### src/rtl/if_fetch_ctrl.sv
// IF-stage fetch sequencer: owns the PC, tracks fixed-latency memory reads, buffers results for decode.
// Optional performance counters are enabled by defining IF_FETCH_PERF_EN.
module if_fetch_ctrl #(
   parameter logic [31:0] RESET_PC   = 32'h0000_0000,
   parameter int unsigned MEM_LAT    = 1,
   parameter int unsigned FIFO_DEPTH = 2
) (
   input  logic        i_clk,
   input  logic        i_rst_n,
   input  logic        i_en,
   input  logic        i_redirect,
   input  logic [31:0] i_redirect_pc,
   output logic        o_mem_req,
   output logic [31:0] o_mem_addr,
   input  logic [31:0] i_mem_instr,
   output logic        o_valid,
   input  logic        i_ready,
   output logic [31:0] o_instr,
   output logic [31:0] o_pc,
`ifdef IF_FETCH_PERF_EN
   output logic [31:0] o_perf_fetched,
   output logic [31:0] o_perf_stall,
   output logic [31:0] o_perf_flushed,
`endif
   output logic [2:0]  o_inflight
);

   localparam int unsigned AW = (FIFO_DEPTH > 1) ? $clog2(FIFO_DEPTH) : 1;
   localparam int unsigned CW = AW + 1;
   localparam int unsigned SW = CW + 3;

   logic [31:0]        pc_q, pc_d;
   logic [MEM_LAT-1:0] trk_vld_q, trk_vld_d;
   logic [31:0]        trk_pc_q [MEM_LAT];
   logic [31:0]        trk_pc_d [MEM_LAT];
   logic [2:0]         inflight_q, inflight_d;
   logic [31:0]        fifo_instr_q [FIFO_DEPTH];
   logic [31:0]        fifo_pc_q    [FIFO_DEPTH];
   logic [AW-1:0]      wr_ptr_q, wr_ptr_d, rd_ptr_q, rd_ptr_d;
   logic [CW-1:0]      count_q, count_d, remain;
   logic               valid_q, valid_d;
   logic [31:0]        instr_q, instr_d, hpc_q, hpc_d;
   logic               pop, push, issue;
   logic [SW-1:0]      occ;
   logic [31:0]        rsp_pc;

   // Buffered plus outstanding entries never exceed the FIFO, so a landing response always fits.
   assign pop    = valid_q && i_ready;
   assign occ    = SW'(count_q) + SW'(inflight_q) - SW'(pop);
   assign issue  = i_rst_n && i_en && !i_redirect && (occ < SW'(FIFO_DEPTH));
   assign rsp_pc = trk_pc_q[MEM_LAT-1];
   assign push   = trk_vld_q[MEM_LAT-1] && !i_redirect;
   assign remain = count_q - CW'(pop);

   assign o_mem_req  = issue;
   assign o_mem_addr = pc_q;
   assign o_valid    = valid_q;
   assign o_instr    = instr_q;
   assign o_pc       = hpc_q;
   assign o_inflight = inflight_q;

   // Next-state for PC, tracking pipe, FIFO pointers and the registered head.
   always_comb begin
      pc_d       = pc_q;
      trk_vld_d  = '0;
      inflight_d = '0;
      wr_ptr_d   = wr_ptr_q;
      rd_ptr_d   = rd_ptr_q;
      count_d    = count_q;
      valid_d    = valid_q;
      instr_d    = instr_q;
      hpc_d      = hpc_q;
      for (int i = 0; i < int'(MEM_LAT); i++) trk_pc_d[i] = '0;

      trk_vld_d[0] = issue;
      trk_pc_d[0]  = pc_q;
      for (int i = 1; i < int'(MEM_LAT); i++) begin
         trk_vld_d[i] = trk_vld_q[i-1];
         trk_pc_d[i]  = trk_pc_q[i-1];
      end

      if (i_redirect) begin
         pc_d      = {i_redirect_pc[31:2], 2'b00};
         trk_vld_d = '0;
         wr_ptr_d  = '0;
         rd_ptr_d  = '0;
         count_d   = '0;
         valid_d   = 1'b0;
      end else begin
         if (issue) pc_d = pc_q + 32'd4;
         if (push)  wr_ptr_d = wr_ptr_q + AW'(1);
         if (pop)   rd_ptr_d = rd_ptr_q + AW'(1);
         count_d = count_q + CW'(push) - CW'(pop);
         valid_d = (count_d != '0);
         if (count_d != '0) begin
            if (remain == '0) begin
               instr_d = i_mem_instr;
               hpc_d   = rsp_pc;
            end else begin
               instr_d = fifo_instr_q[rd_ptr_d];
               hpc_d   = fifo_pc_q[rd_ptr_d];
            end
         end
      end

      for (int i = 0; i < int'(MEM_LAT); i++) inflight_d = inflight_d + 3'(trk_vld_d[i]);
   end

   always_ff @(posedge i_clk or negedge i_rst_n) begin
      if (!i_rst_n) begin
         pc_q       <= RESET_PC;
         trk_vld_q  <= '0;
         for (int i = 0; i < int'(MEM_LAT); i++) trk_pc_q[i] <= '0;
         inflight_q <= '0;
         wr_ptr_q   <= '0;
         rd_ptr_q   <= '0;
         count_q    <= '0;
         valid_q    <= 1'b0;
         instr_q    <= '0;
         hpc_q      <= '0;
      end else begin
         pc_q       <= pc_d;
         trk_vld_q  <= trk_vld_d;
         trk_pc_q   <= trk_pc_d;
         inflight_q <= inflight_d;
         wr_ptr_q   <= wr_ptr_d;
         rd_ptr_q   <= rd_ptr_d;
         count_q    <= count_d;
         valid_q    <= valid_d;
         instr_q    <= instr_d;
         hpc_q      <= hpc_d;
      end
   end

   // Storage needs no reset: occupancy is tracked by count/pointers.
   always_ff @(posedge i_clk) begin
      if (push) begin
         fifo_instr_q[wr_ptr_q] <= i_mem_instr;
         fifo_pc_q[wr_ptr_q]    <= rsp_pc;
      end
   end

`ifdef IF_FETCH_PERF_EN
   logic [31:0] perf_fetched_q, perf_stall_q, perf_flushed_q;

   function automatic logic [31:0] sat_add(input logic [31:0] a, input logic [31:0] b);
      logic [32:0] s;
      s = {1'b0, a} + {1'b0, b};
      return s[32] ? 32'hFFFF_FFFF : s[31:0];
   endfunction

   always_ff @(posedge i_clk or negedge i_rst_n) begin
      if (!i_rst_n) begin
         perf_fetched_q <= '0;
         perf_stall_q   <= '0;
         perf_flushed_q <= '0;
      end else begin
         if (push) perf_fetched_q <= sat_add(perf_fetched_q, 32'd1);
         if (i_en && !i_redirect && !issue) perf_stall_q <= sat_add(perf_stall_q, 32'd1);
         if (i_redirect)
            perf_flushed_q <= sat_add(perf_flushed_q, 32'(inflight_q) + 32'(count_q));
      end
   end

   assign o_perf_fetched = perf_fetched_q;
   assign o_perf_stall   = perf_stall_q;
   assign o_perf_flushed = perf_flushed_q;
`endif

endmodule

### config.mk
export PLATFORM = sky130hd
export DESIGN_NAME = if_fetch_ctrl
export DESIGN_NICKNAME = d
export VERILOG_FILES = /design/src/rtl/if_fetch_ctrl.sv
export SDC_FILE = /design/constraint.sdc
export NUM_CORES = 1
export LEC_CHECK = 0
export ABC_AREA = 1
export CORE_ASPECT_RATIO = 1.25
export CORE_MARGIN = 3
export CORE_UTILIZATION = 45
export CTS_BUF_LIST = sky130_fd_sc_hd__clkbuf_16
export CTS_CLUSTER_DIAMETER = 120
export DETAILED_ROUTE_END_ITERATION = 10
export PLACE_DENSITY_LB_ADDON = 0.12
export SLEW_MARGIN = 10
export SYNTH_ARGS = -nofsm -noshare
export SYNTH_HDL_FRONTEND = slang
export SYNTH_SLANG_ARGS = --single-unit
### constraint.sdc
create_clock -name i_clk -period 8.1 [get_ports i_clk]
set_clock_uncertainty 0.15 [all_clocks]
set_input_delay 1.215 -clock i_clk [delete_from_list [all_inputs] [get_ports i_clk]]
set_output_delay 1.215 -clock i_clk [all_outputs]
set_load 0.02 [all_outputs]
==> results_dict.tcl <==
set metrics [dict create \
    ioPinCount 170 \
    start_util_pct 46.1 \
    finalSetupTns_ps 0 \
    relSlewSlack_pct 40.5 \
    end_kind "primary output" \
    ant_nets 0 \
    final_util_pct 57.7 \
    cts_setup_buffers 0 \
    final_nets 1520 \
    fin_crit_sh_pct 75.4 \
    num_antenna_cells 0 \
    grt_pass1_vias 8683 \
    drc 0 \
    hold_ws_ps 316 \
    area_growth_pct 25.0 \
    netlist.area_leader.share_pct 32.6 \
    critPathRequiredTime_ps 6730 \
    synth_compound_area_share_pct 0.855 \
    synth-simple-area-share_pct 28.6 \
    worst_ir_drop_vdd_v 0.000177 \
    vias_per_cell 4.92 \
    power_density_nw_per_um2 340 \
    fill_cells 2156 \
    status "complete, no violations" \
    final_cell_area_um2 14300 \
    fin_ws_ps 1990 \
    power.leakage_nw 6.72 \
    via_count 8845 \
    synth-adder-area-share_pct 0.504 \
    h-tree-depth 1 \
    clkLatencyLatePin_ps 520 \
    gp_congestion 0.822 \
    rows 64 \
    cts_made_buffers 26 \
    worstSetupStartpoint "i_ready" \
    clock.fmax_mhz 164 \
    finalNonFillerCells 1797 \
    worstMarginPinSlew_ps 890 \
    yosys.area_share.xor_xnor_pct 0.822 \
    regToRegEndpoint "o_instr[10]" \
    yosys_warnings 0 \
    hold_buffers 0 \
    cp-endpoint "o_mem_req" \
    grt_max_degree 65 \
    core_um2 24700 \
    worstHoldPathType "reg2reg" \
    die_h_um 184 \
    finalSetupViolCount 0 \
    drv_slew 0 \
    wl_per_cell_um 15.3 \
    synthMuxAreaShare_pct 0 \
    cp.arrival_ps 4740 \
    grt_use_total_pct 20.6 \
    synth-seq-cells 252 \
    power_mw 4.85 \
    grt_pass1_wl_um 45400 \
    finalCriticalPeriod_ps 6110 \
    dp_hpwl_um 16900 \
    synthTopCellsByArea "edfxtp_1, dfrtp_1, nand2_1" \
    dieArea_um2 27300 \
    ys_seq_area_share_pct 60.7 \
    syn_area_per_cell_um2 8.75 \
    place_ws_ps 2020 \
    synth.largest_area_cell "edfxtp_1" \
    placedCellCount 1749 \
    cts_tree "yes" \
    reg2reg_slack_ps 4490 \
    ff_latch_area_um2 6930 \
    cts_root_buf "clkbuf_16" \
    cts_buffer_depth 3 \
    cts-resized-gates 0 \
    crit_type "in2out" \
    final_hold_viol_count 0 \
    routed_wl_um 27500 \
    placed_area_um2 13300 \
    first_iter_violations 407 \
    io_buffer_count 161 \
    multi_input_area_um2 3570 \
    antenna_found_initial 0 \
    drv_cap 0 \
    ys_types 27 \
    cp-start-kind "input pin" \
    die-width_um 148 \
    reg2reg_from "o_valid" \
    rsz0062_at_grt "no" \
    synth_top_family_by_area "simple AND/OR/NAND/NOR gates" \
    cts.sinks 252 \
    critPathMaxFanout 36 \
    drive_gt1_share_pct 4.70 \
    path_clk_slew_ps 60 \
    reg2regPathDepth 12 \
    netlist_area_um2 11400 \
    syn_inst 1304 \
    overflow 0 \
    first_pass_iters 7 \
]
-- placed cells by master (no fill, tap or decap), drive strengths merged, types with 7 or more instances in the layout --
cell type,instances
clkinv,8
edfxtp,124
nand3,213
nor2,47
o21bai,7
inv,178
bufinv,7
nand2,523
buf,11
clkbuf,29
dfrtp,128
clkdlybuf4s50,160
-- area by class of cell --
| class | instances | area share (%) |
|---|---|---|
| clock buffer | 29 | 5.09 |
| sequential | 252 | 48.6 |
| inverter | 176 | 4.63 |
| multi-input combinational | 820 | 25.1 |
| clock inverter | 19 | 1.95 |
| timing repair buffer | 171 | 11.8 |
| tap | 330 | 2.89 |
-- logic make-up (layout without fill, tap and decap cells) --
logic type | after synthesis | after routing
xor+xnor | 9 | 9
simple gates | 787 | 787
other cells | 1 | 6
buf+inv | 237 | 395
compound gates | 14 | 14
flops | 252 | 252
fa+ha+maj | 4 | 4
-- flip-flops by register name, indices dropped and copies added (netlist names) --
name	flops
o_inflight	1
fifo_instr_q	64
rsp_pc	30
o_instr	32
o_valid	1
wr_ptr_q	1
rd_ptr_q	1
count_q	2
fifo_pc_q	60
o_mem_addr	30
o_pc	30
-- routing by layer --
layer / global-route usage (%) / share of wire (%) / vias to the layer above
met2: 36.5 / 50 / 209
li1: - / - / 4368
met1: 26.8 / 44 / 4234
met4: 4.92 / 1.7 / 0
met5: 0 / 0 / -
met3: 2.89 / 5.0 / 34
-- worst max-delay path: stages --
cell             delay, ps
clkdlybuf4s50_1        510
nand2_2                180
nor2_1                 180
inv_1                   70
fa_1                   460
nor2_1                 100
nand3_1                 70
nor2_1                 120
nand2_2                450
inv_2                  620
clkdlybuf4s50_1        710
-- cells in the mapped netlist --
cell,n
nand2_1,520
nand3_1,212
inv_1,171
dfrtp_1,128
edfxtp_1,124
nor2_1,46
buf_2,40
clkbuf_1,10
buf_4,9
o21bai_1,7
inv_2,5
o211ai_1,4
xnor2_1,4
ha_1,3
o21ai_0,3
xor2_1,3
buf_1,2
nand2_2,2
nand3b_1,2
xor2_2,2
and2_1,1
conb_1,1
fa_1,1
nand2_4,1
nand3_4,1
nor2_2,1
or2_2,1
-- worst min-delay path by stage --
stage | from | end | cells after the start
final | rsp_pc[8] | fifo_pc_q[1][8] | 0
after global routing | rsp_pc[7] | fifo_pc_q[1][7] | 0
after CTS | rsp_pc[24] | fifo_pc_q[1][24] | 0
after detailed placement | rsp_pc[8] | fifo_pc_q[0][8] | 0
after global placement | rsp_pc[30] | fifo_pc_q[1][30] | 0
after floorplan | rsp_pc[10] | fifo_pc_q[0][10] | 0
-- power by group --
part	switching [mW]	internal, mW	total [mW]
combinational	1.07	0.638	1.71
clock	0.498	0.868	1.37
sequential	0.175	1.60	1.77
(Power assumes the default switching activity.)
